`config.mk`:
```
export PLATFORM = sky130hd
export DESIGN_NAME = ifetch_queue
export DESIGN_NICKNAME = d
export VERILOG_FILES = /design/src/rtl/ifetch_queue.sv
export SDC_FILE = /design/constraint.sdc
export NUM_CORES = 1
export LEC_CHECK = 0
export CAP_MARGIN = 10
export CORE_MARGIN = 1
export CORE_UTILIZATION = 50
export CTS_CLUSTER_DIAMETER = 100
export DETAILED_ROUTE_END_ITERATION = 7
export PLACE_DENSITY = 0.78
export SLEW_MARGIN = 15
export SYNTH_ARGS = -nofsm -noshare
export SYNTH_HDL_FRONTEND = slang
export SYNTH_SLANG_ARGS = --single-unit
```
`constraint.sdc`:
```
create_clock -name sys_clk -period 5.15 [get_ports sys_clk]
set_input_delay 0.7725 -clock sys_clk [delete_from_list [all_inputs] [get_ports sys_clk]]
set_output_delay 0.7725 -clock sys_clk [all_outputs]
set_load 0.01 [all_outputs]
```
`src/rtl/ifetch_queue.sv`:
```
// ifetch_queue: decoupled instruction fetch unit that runs ahead of decode.
// Fetches cache lines over the L1/MMU port, extracts the 32-bit word at
// fetch_pc and buffers {instruction, pc} in a DEPTH-entry FIFO. Redirects
// (do_jump / is_sync_ins) flush the queue and cancel any in-flight fetch.
// Optional feature: define IFQ_LINE_BUF_EN to add a one-line buffer that
// serves sequential PCs within the last returned line without a new request.
module ifetch_queue #(
    parameter int          LINE_BITS = 256,
    parameter int          DEPTH     = 4,
    parameter logic [31:0] RESET_PC  = 32'hFFFFE000,
    parameter logic [31:0] WRAP_PC   = 32'h00008000
) (
    input  logic                      sys_clk,
    input  logic                      rst,
    input  logic                      do_jump,
    input  logic [31:0]               jump_addr,
    input  logic                      is_sync_ins,
    input  logic [31:0]               sync_pc,
    input  logic                      fetch_bubble,
    input  logic                      deq,
    output logic                      ins_valid,
    output logic [31:0]               ins_out,
    output logic [31:0]               pc_out,
    output logic [31:0]               next_pc_out,
    output logic                      global_stall,
    output logic [$clog2(DEPTH):0]    q_count,
    output logic                      mem_req,
    output logic [31:0]               mem_addr,
    input  logic                      mem_done,
    input  logic [LINE_BITS-1:0]      mem_data
);

    localparam int OFFS   = $clog2(LINE_BITS / 8);
    localparam int WSEL_W = OFFS - 2;
    localparam int PTR_W  = $clog2(DEPTH);
    localparam int CNT_W  = PTR_W + 1;

    typedef enum logic [1:0] {
        S_IDLE,
        S_REQ,
        S_DROP
    } state_t;

    state_t               r_state;
    state_t               w_next_state;

    logic [31:0]          r_fetch_pc;
    logic                 r_mem_req;
    logic [31:0]          r_mem_addr;

    logic [31:0]          r_ins_mem [DEPTH];
    logic [31:0]          r_pc_mem  [DEPTH];
    logic [PTR_W-1:0]     r_rd_ptr;
    logic [PTR_W-1:0]     r_wr_ptr;
    logic [CNT_W-1:0]     r_count;

    logic                 r_ins_valid;
    logic [31:0]          r_ins_out;
    logic [31:0]          r_pc_out;
    logic [31:0]          r_next_pc_out;

    logic                 w_redirect;
    logic [31:0]          w_redirect_pc;
    logic                 w_has_room;
    logic [WSEL_W-1:0]    w_wsel;
    logic [31:0]          w_mem_word;
    logic [31:0]          w_push_ins;
    logic                 w_lb_hit;
    logic                 w_issue;
    logic                 w_mem_push;
    logic                 w_mem_end;
    logic                 w_push;
    logic                 w_pop;
    logic [PTR_W-1:0]     w_next_rd;
    logic [PTR_W-1:0]     w_next_wr;
    logic [CNT_W-1:0]     w_next_count;
    logic [31:0]          w_head_ins;
    logic [31:0]          w_head_pc;

    // A sync takes priority over a jump when both arrive together.
    assign w_redirect    = do_jump | is_sync_ins;
    assign w_redirect_pc = is_sync_ins ? sync_pc : jump_addr;
    assign w_has_room    = (r_count < CNT_W'(DEPTH));
    assign w_wsel        = r_fetch_pc[OFFS-1:2];
    assign w_mem_word    = mem_data[{w_wsel, 5'b00000} +: 32];

`ifdef IFQ_LINE_BUF_EN
    logic                 r_lb_valid;
    logic [31-OFFS:0]     r_lb_tag;
    logic [LINE_BITS-1:0] r_lb_data;
    logic [31:0]          w_lb_word;

    assign w_lb_word  = r_lb_data[{w_wsel, 5'b00000} +: 32];
    assign w_lb_hit   = (r_state == S_IDLE) && r_lb_valid &&
                        (r_lb_tag == r_fetch_pc[31:OFFS]) &&
                        w_has_room && !w_redirect;
    assign w_push_ins = w_mem_push ? w_mem_word : w_lb_word;

    // Line buffer captures every accepted line; a sync may have changed
    // memory contents so it invalidates, while a plain jump keeps the line.
    always_ff @(posedge sys_clk) begin
        if (rst) begin
            r_lb_valid <= 1'b0;
            r_lb_tag   <= '0;
            r_lb_data  <= '0;
        end else if (is_sync_ins) begin
            r_lb_valid <= 1'b0;
        end else if (w_mem_push) begin
            r_lb_valid <= 1'b1;
            r_lb_tag   <= r_mem_addr[31:OFFS];
            r_lb_data  <= mem_data;
        end
    end
`else
    assign w_lb_hit   = 1'b0;
    assign w_push_ins = w_mem_word;
`endif

    // FSM state register.
    always_ff @(posedge sys_clk) begin
        if (rst) begin
            r_state <= S_IDLE;
        end else begin
            r_state <= w_next_state;
        end
    end

    // FSM next state: issue only with room and no bubble/redirect; a
    // redirect during an outstanding request waits in DROP for its data.
    always_comb begin
        w_next_state = r_state;
        case (r_state)
            S_IDLE: begin
                if (w_has_room && !fetch_bubble && !w_redirect && !w_lb_hit) begin
                    w_next_state = S_REQ;
                end
            end
            S_REQ: begin
                if (mem_done) begin
                    w_next_state = S_IDLE;
                end else if (w_redirect) begin
                    w_next_state = S_DROP;
                end
            end
            S_DROP: begin
                if (mem_done) begin
                    w_next_state = S_IDLE;
                end
            end
            default: w_next_state = S_IDLE;
        endcase
    end

    // FSM outputs: request issue, completion, and whether returned data is kept.
    always_comb begin
        w_issue    = 1'b0;
        w_mem_push = 1'b0;
        w_mem_end  = 1'b0;
        case (r_state)
            S_IDLE: w_issue = (w_next_state == S_REQ);
            S_REQ: begin
                w_mem_end  = mem_done;
                w_mem_push = mem_done && !w_redirect;
            end
            S_DROP: w_mem_end = mem_done;
            default: w_issue = 1'b0;
        endcase
    end

    assign w_push = w_mem_push | w_lb_hit;
    assign w_pop  = deq && (r_count != '0) && !w_redirect;

    // Next queue pointers and occupancy; a redirect empties the queue.
    always_comb begin
        w_next_rd    = r_rd_ptr;
        w_next_wr    = r_wr_ptr;
        w_next_count = r_count;
        if (w_redirect) begin
            w_next_rd    = '0;
            w_next_wr    = '0;
            w_next_count = '0;
        end else begin
            if (w_push) begin
                w_next_wr = r_wr_ptr + PTR_W'(1);
            end
            if (w_pop) begin
                w_next_rd = r_rd_ptr + PTR_W'(1);
            end
            if (w_push && !w_pop) begin
                w_next_count = r_count + CNT_W'(1);
            end else if (!w_push && w_pop) begin
                w_next_count = r_count - CNT_W'(1);
            end
        end
    end

    // Head entry after this cycle's update, bypassing a push into an empty slot
    // so a fresh instruction reaches the outputs one cycle after mem_done.
    always_comb begin
        w_head_ins = r_ins_mem[w_next_rd];
        w_head_pc  = r_pc_mem[w_next_rd];
        if (w_push && (r_wr_ptr == w_next_rd)) begin
            w_head_ins = w_push_ins;
            w_head_pc  = r_fetch_pc;
        end
    end

    // Queue storage; contents need no reset since pointers define validity.
    always_ff @(posedge sys_clk) begin
        if (w_push) begin
            r_ins_mem[r_wr_ptr] <= w_push_ins;
            r_pc_mem[r_wr_ptr]  <= r_fetch_pc;
        end
    end

    // Queue pointers and occupancy count.
    always_ff @(posedge sys_clk) begin
        if (rst) begin
            r_rd_ptr <= '0;
            r_wr_ptr <= '0;
            r_count  <= '0;
        end else begin
            r_rd_ptr <= w_next_rd;
            r_wr_ptr <= w_next_wr;
            r_count  <= w_next_count;
        end
    end

    // Fetch PC: redirect target, else sequential advance with wrap on each push.
    always_ff @(posedge sys_clk) begin
        if (rst) begin
            r_fetch_pc <= RESET_PC;
        end else if (w_redirect) begin
            r_fetch_pc <= w_redirect_pc;
        end else if (w_push) begin
            r_fetch_pc <= (r_fetch_pc == WRAP_PC) ? RESET_PC : r_fetch_pc + 32'd4;
        end
    end

    // Memory request: raised with a line-aligned address on issue, dropped on completion.
    always_ff @(posedge sys_clk) begin
        if (rst) begin
            r_mem_req  <= 1'b0;
            r_mem_addr <= '0;
        end else if (w_issue) begin
            r_mem_req  <= 1'b1;
            r_mem_addr <= {r_fetch_pc[31:OFFS], {OFFS{1'b0}}};
        end else if (w_mem_end) begin
            r_mem_req  <= 1'b0;
        end
    end

    // Registered head outputs, zeroed whenever the queue will be empty.
    always_ff @(posedge sys_clk) begin
        if (rst) begin
            r_ins_valid   <= 1'b0;
            r_ins_out     <= '0;
            r_pc_out      <= '0;
            r_next_pc_out <= '0;
        end else if (w_next_count != '0) begin
            r_ins_valid   <= 1'b1;
            r_ins_out     <= w_head_ins;
            r_pc_out      <= w_head_pc;
            r_next_pc_out <= w_head_pc + 32'd4;
        end else begin
            r_ins_valid   <= 1'b0;
            r_ins_out     <= '0;
            r_pc_out      <= '0;
            r_next_pc_out <= '0;
        end
    end

    assign ins_valid    = r_ins_valid;
    assign ins_out      = r_ins_out;
    assign pc_out       = r_pc_out;
    assign next_pc_out  = r_next_pc_out;
    assign global_stall = !r_ins_valid;
    assign q_count      = r_count;
    assign mem_req      = r_mem_req;
    assign mem_addr     = r_mem_addr;

endmodule

```
==> reports/metrics.cfg <==
[cells_and_area]
final_nets=2508
layout.cells.non_filler=2712
diodes=0
drive_gt1_frac=0.120
fillers=2885
syn2layout_area_growth_pct=33.6
design_area_um2=25900

[setup_path]
critPathKind=reg -> reg
regToRegSetupSlack_ns=0.46
startpoint_type=register
cp.required_ns=5.62
crit_path_start=q_count[1]$_SDFF_PP0_
end_kind=register
crit_end=next_pc_out[23]$_SDFF_PP0_
r2r_end=next_pc_out[23]$_SDFF_PP0_
reg2reg_from=q_count[1]$_SDFF_PP0_
crit_arrival_ns=5.16
cp_max_fo=13
reg2reg_depth=12

[clock_network]
cts.sinks=420
cts-htree-levels=2
cts.clk_slew.worst_paths_ns=0.06
cts_tree=done
cts_root_buf=clkbuf_16
cts.path.max_buffers=3
cts_buffers=43
clk_latency_ns=0.54
postCtsSetupBuffers=0
cts_resized=0
postCtsHoldBufs=0

[floorplanning]
start_util=0.512
core.rowCount=71
die-area_um2=39600
die_y_um=199
core_area_um2=37900
dieWidth_um=199
io-pin-count=461

[sta]
finalClockSkew_ns=0.0141
drv_slew=0
fin_crit_sh=0.910
worst_pin_slew_ns=1.15
max_freq_mhz=213
relSlewSlack=0.233
setup_tns_ns=0
worst_slack_ns=0.461
rsz0062_at_grt=no
hold_viol_final=0
setup_violations=0
min_period_ns=4.69

[route]
viasPerCell=5.96
drt-initial-drc-count=1829
dr.pass1.iters=6
drc=0
vias=16200
wl_per_cell_um=22.7
wirelength_mm=61.6
ant_nets=0

[grt]
grt_pass1_wl_mm=90.8
antenna_found_initial=1
grt_pass1_vias=15600
grt_usage=0.305
grt-ovfl-total=0
grt_max_degree=65

[job]
drv_cap=0

[place]
dp_hpwl_mm=42.9
place_area_um2=24500
pre_cts_ws_ns=0.167
port_buffers=455
gp_congestion=0.920
dp.cells=2633

[power]
ir_drop_v=0.000209
power_density_nw_per_um2=293
p_leak_uw=0.00907
power_uw=7590

[synth]
ys_top_cells_by_count=edfxtp_1, nand2_1, dfxtp_1
synth.most_common_cell=edfxtp_1
ys_top_cells_by_area=edfxtp_1, dfxtp_1, mux4_2
ys_ff_latch=420
synth_cell_types=77
synth_top_area_frac=0.396
netlist_area_um2=19400
synth-edff-count=256
syn-mean-instance-area_um2=11.1
syn_inst=1744
async_reset_ff_frac=0
yosys_warnings=0
synth_top_area_cell=edfxtp_1
synth_seq_area_share=0.565
synthFlopType=edfxtp_1

[min_path]
hp-class=reg -> reg

[outcome]
status=finished clean

[how the worst min path moves through the flow]
stage / start / to / slack [ns] / cells after the start
floorplan: r_fetch_pc[10]$_SDFFE_PP0P_ / r_pc_mem[0][10]$_DFFE_PP_ / 0.46 / 0
global placement: mem_addr[27]$_SDFFE_PP0P_ / mem_addr[27]$_SDFFE_PP0P_ / 0.47 / 2
detailed placement: mem_addr[27]$_SDFFE_PP0P_ / mem_addr[27]$_SDFFE_PP0P_ / 0.48 / 2
CTS: mem_addr[27]$_SDFFE_PP0P_ / mem_addr[27]$_SDFFE_PP0P_ / 0.49 / 2
global route: mem_addr[27]$_SDFFE_PP0P_ / mem_addr[27]$_SDFFE_PP0P_ / 0.53 / 2
finish: mem_addr[27]$_SDFFE_PP0P_ / mem_addr[27]$_SDFFE_PP0P_ / 0.49 / 2
[final cells by class]
cell class | count | area (um2) | area share
flip-flops and latches | 420 | 11000 | 0.423
multi-input cells | 1167 | 7860 | 0.303
repair buffers | 513 | 4980 | 0.192
well taps | 511 | 639 | 0.0247
clock inverters | 22 | 203 | 0.00782
inverters | 22 | 82.6 | 0.00318
clock buffers | 57 | 1180 | 0.0456
[metal layers]
metal  global-route usage  part of all wire
met5                    0                 0
met1                0.437              0.41
met3               0.0535             0.096
met4               0.0726             0.019
met2                0.481              0.47
[stage by stage]
step | hold slack, ns | utilization
6_report | 0.490 | 0.684
5_1_grt | 0.528 | 0.684
4_1_cts | 0.495 | 0.684
3_5_place_dp | 0.478 | 0.647
3_3_place_gp | 0.474 | 0.647
2_1_floorplan | 0.458 | -
[placed cells by master, fill, tap and decap left out, types with 14 or more instances in the layout]
cell type / count
nor4_1: 14
nand2_1: 224
ha_1: 14
mux4_2: 64
dfxtp_1: 161
buf_4: 58
nor2_1: 126
and3_1: 31
nand4_1: 15
edfxtp_1: 256
inv_1: 21
mux2_2: 41
nand3_1: 151
a31oi_1: 19
clkbuf_16: 45
mux2i_1: 38
nand2b_1: 17
o22ai_1: 28
o21ai_0: 65
a21oi_1: 105
a211oi_1: 19
clkdlybuf4s50_1: 454
nor3_1: 31
[flip-flops by register name, summed over array words and instances, names as in the netlist]
| name | cells |
|---|---|
| ins_out | 32 |
| q_count | 3 |
| pc_out | 32 |
| next_pc_out | 30 |
| r_rd_ptr | 2 |
| r_state | 2 |
| ins_valid | 1 |
| r_ins_mem | 128 |
| r_pc_mem | 128 |
| mem_req | 1 |
| r_fetch_pc | 32 |
| mem_addr | 27 |
| r_wr_ptr | 2 |
[kinds of logic (layout without fill, tap and decap cells)]
| logic type | count (synthesis) | in the layout | synth area share |
|---|---|---|---|
| muxes | 143 | 143 | 0.118 |
| and+or+nand+nor | 661 | 661 | 0.158 |
| xor gates and xnor gates | 16 | 16 | 0.00793 |
| DFF | 420 | 420 | 0.565 |
| other | 1 | 5 | 0.000193 |
| AOI/OAI and AO/OA | 328 | 328 | 0.108 |
| adders and majority gates | 14 | 14 | 0.00902 |
| buffers and inverters | 161 | 614 | 0.0341 |
[worst max-delay path: stages, from the launching register on]
cell,delay (ns)
dfxtp_1,0.37
inv_1,0.12
ha_1,0.19
nor2b_1,0.73
o21ai_0,0.27
a21oi_1,0.47
and2_2,0.42
a221oi_1,0.16
nor3_1,0.43
or3b_4,0.46
or4_4,0.53
or3_1,0.33
a21oi_1,0.13
[power breakdown]
part	switching, uW	internal (uW)	leakage (uW)
combinational	334	473	0.00477
clock	1280	1780	0.000673
sequential	88.0	3650	0.00362
No activity file was read; power rests on OpenSTA's default activity.
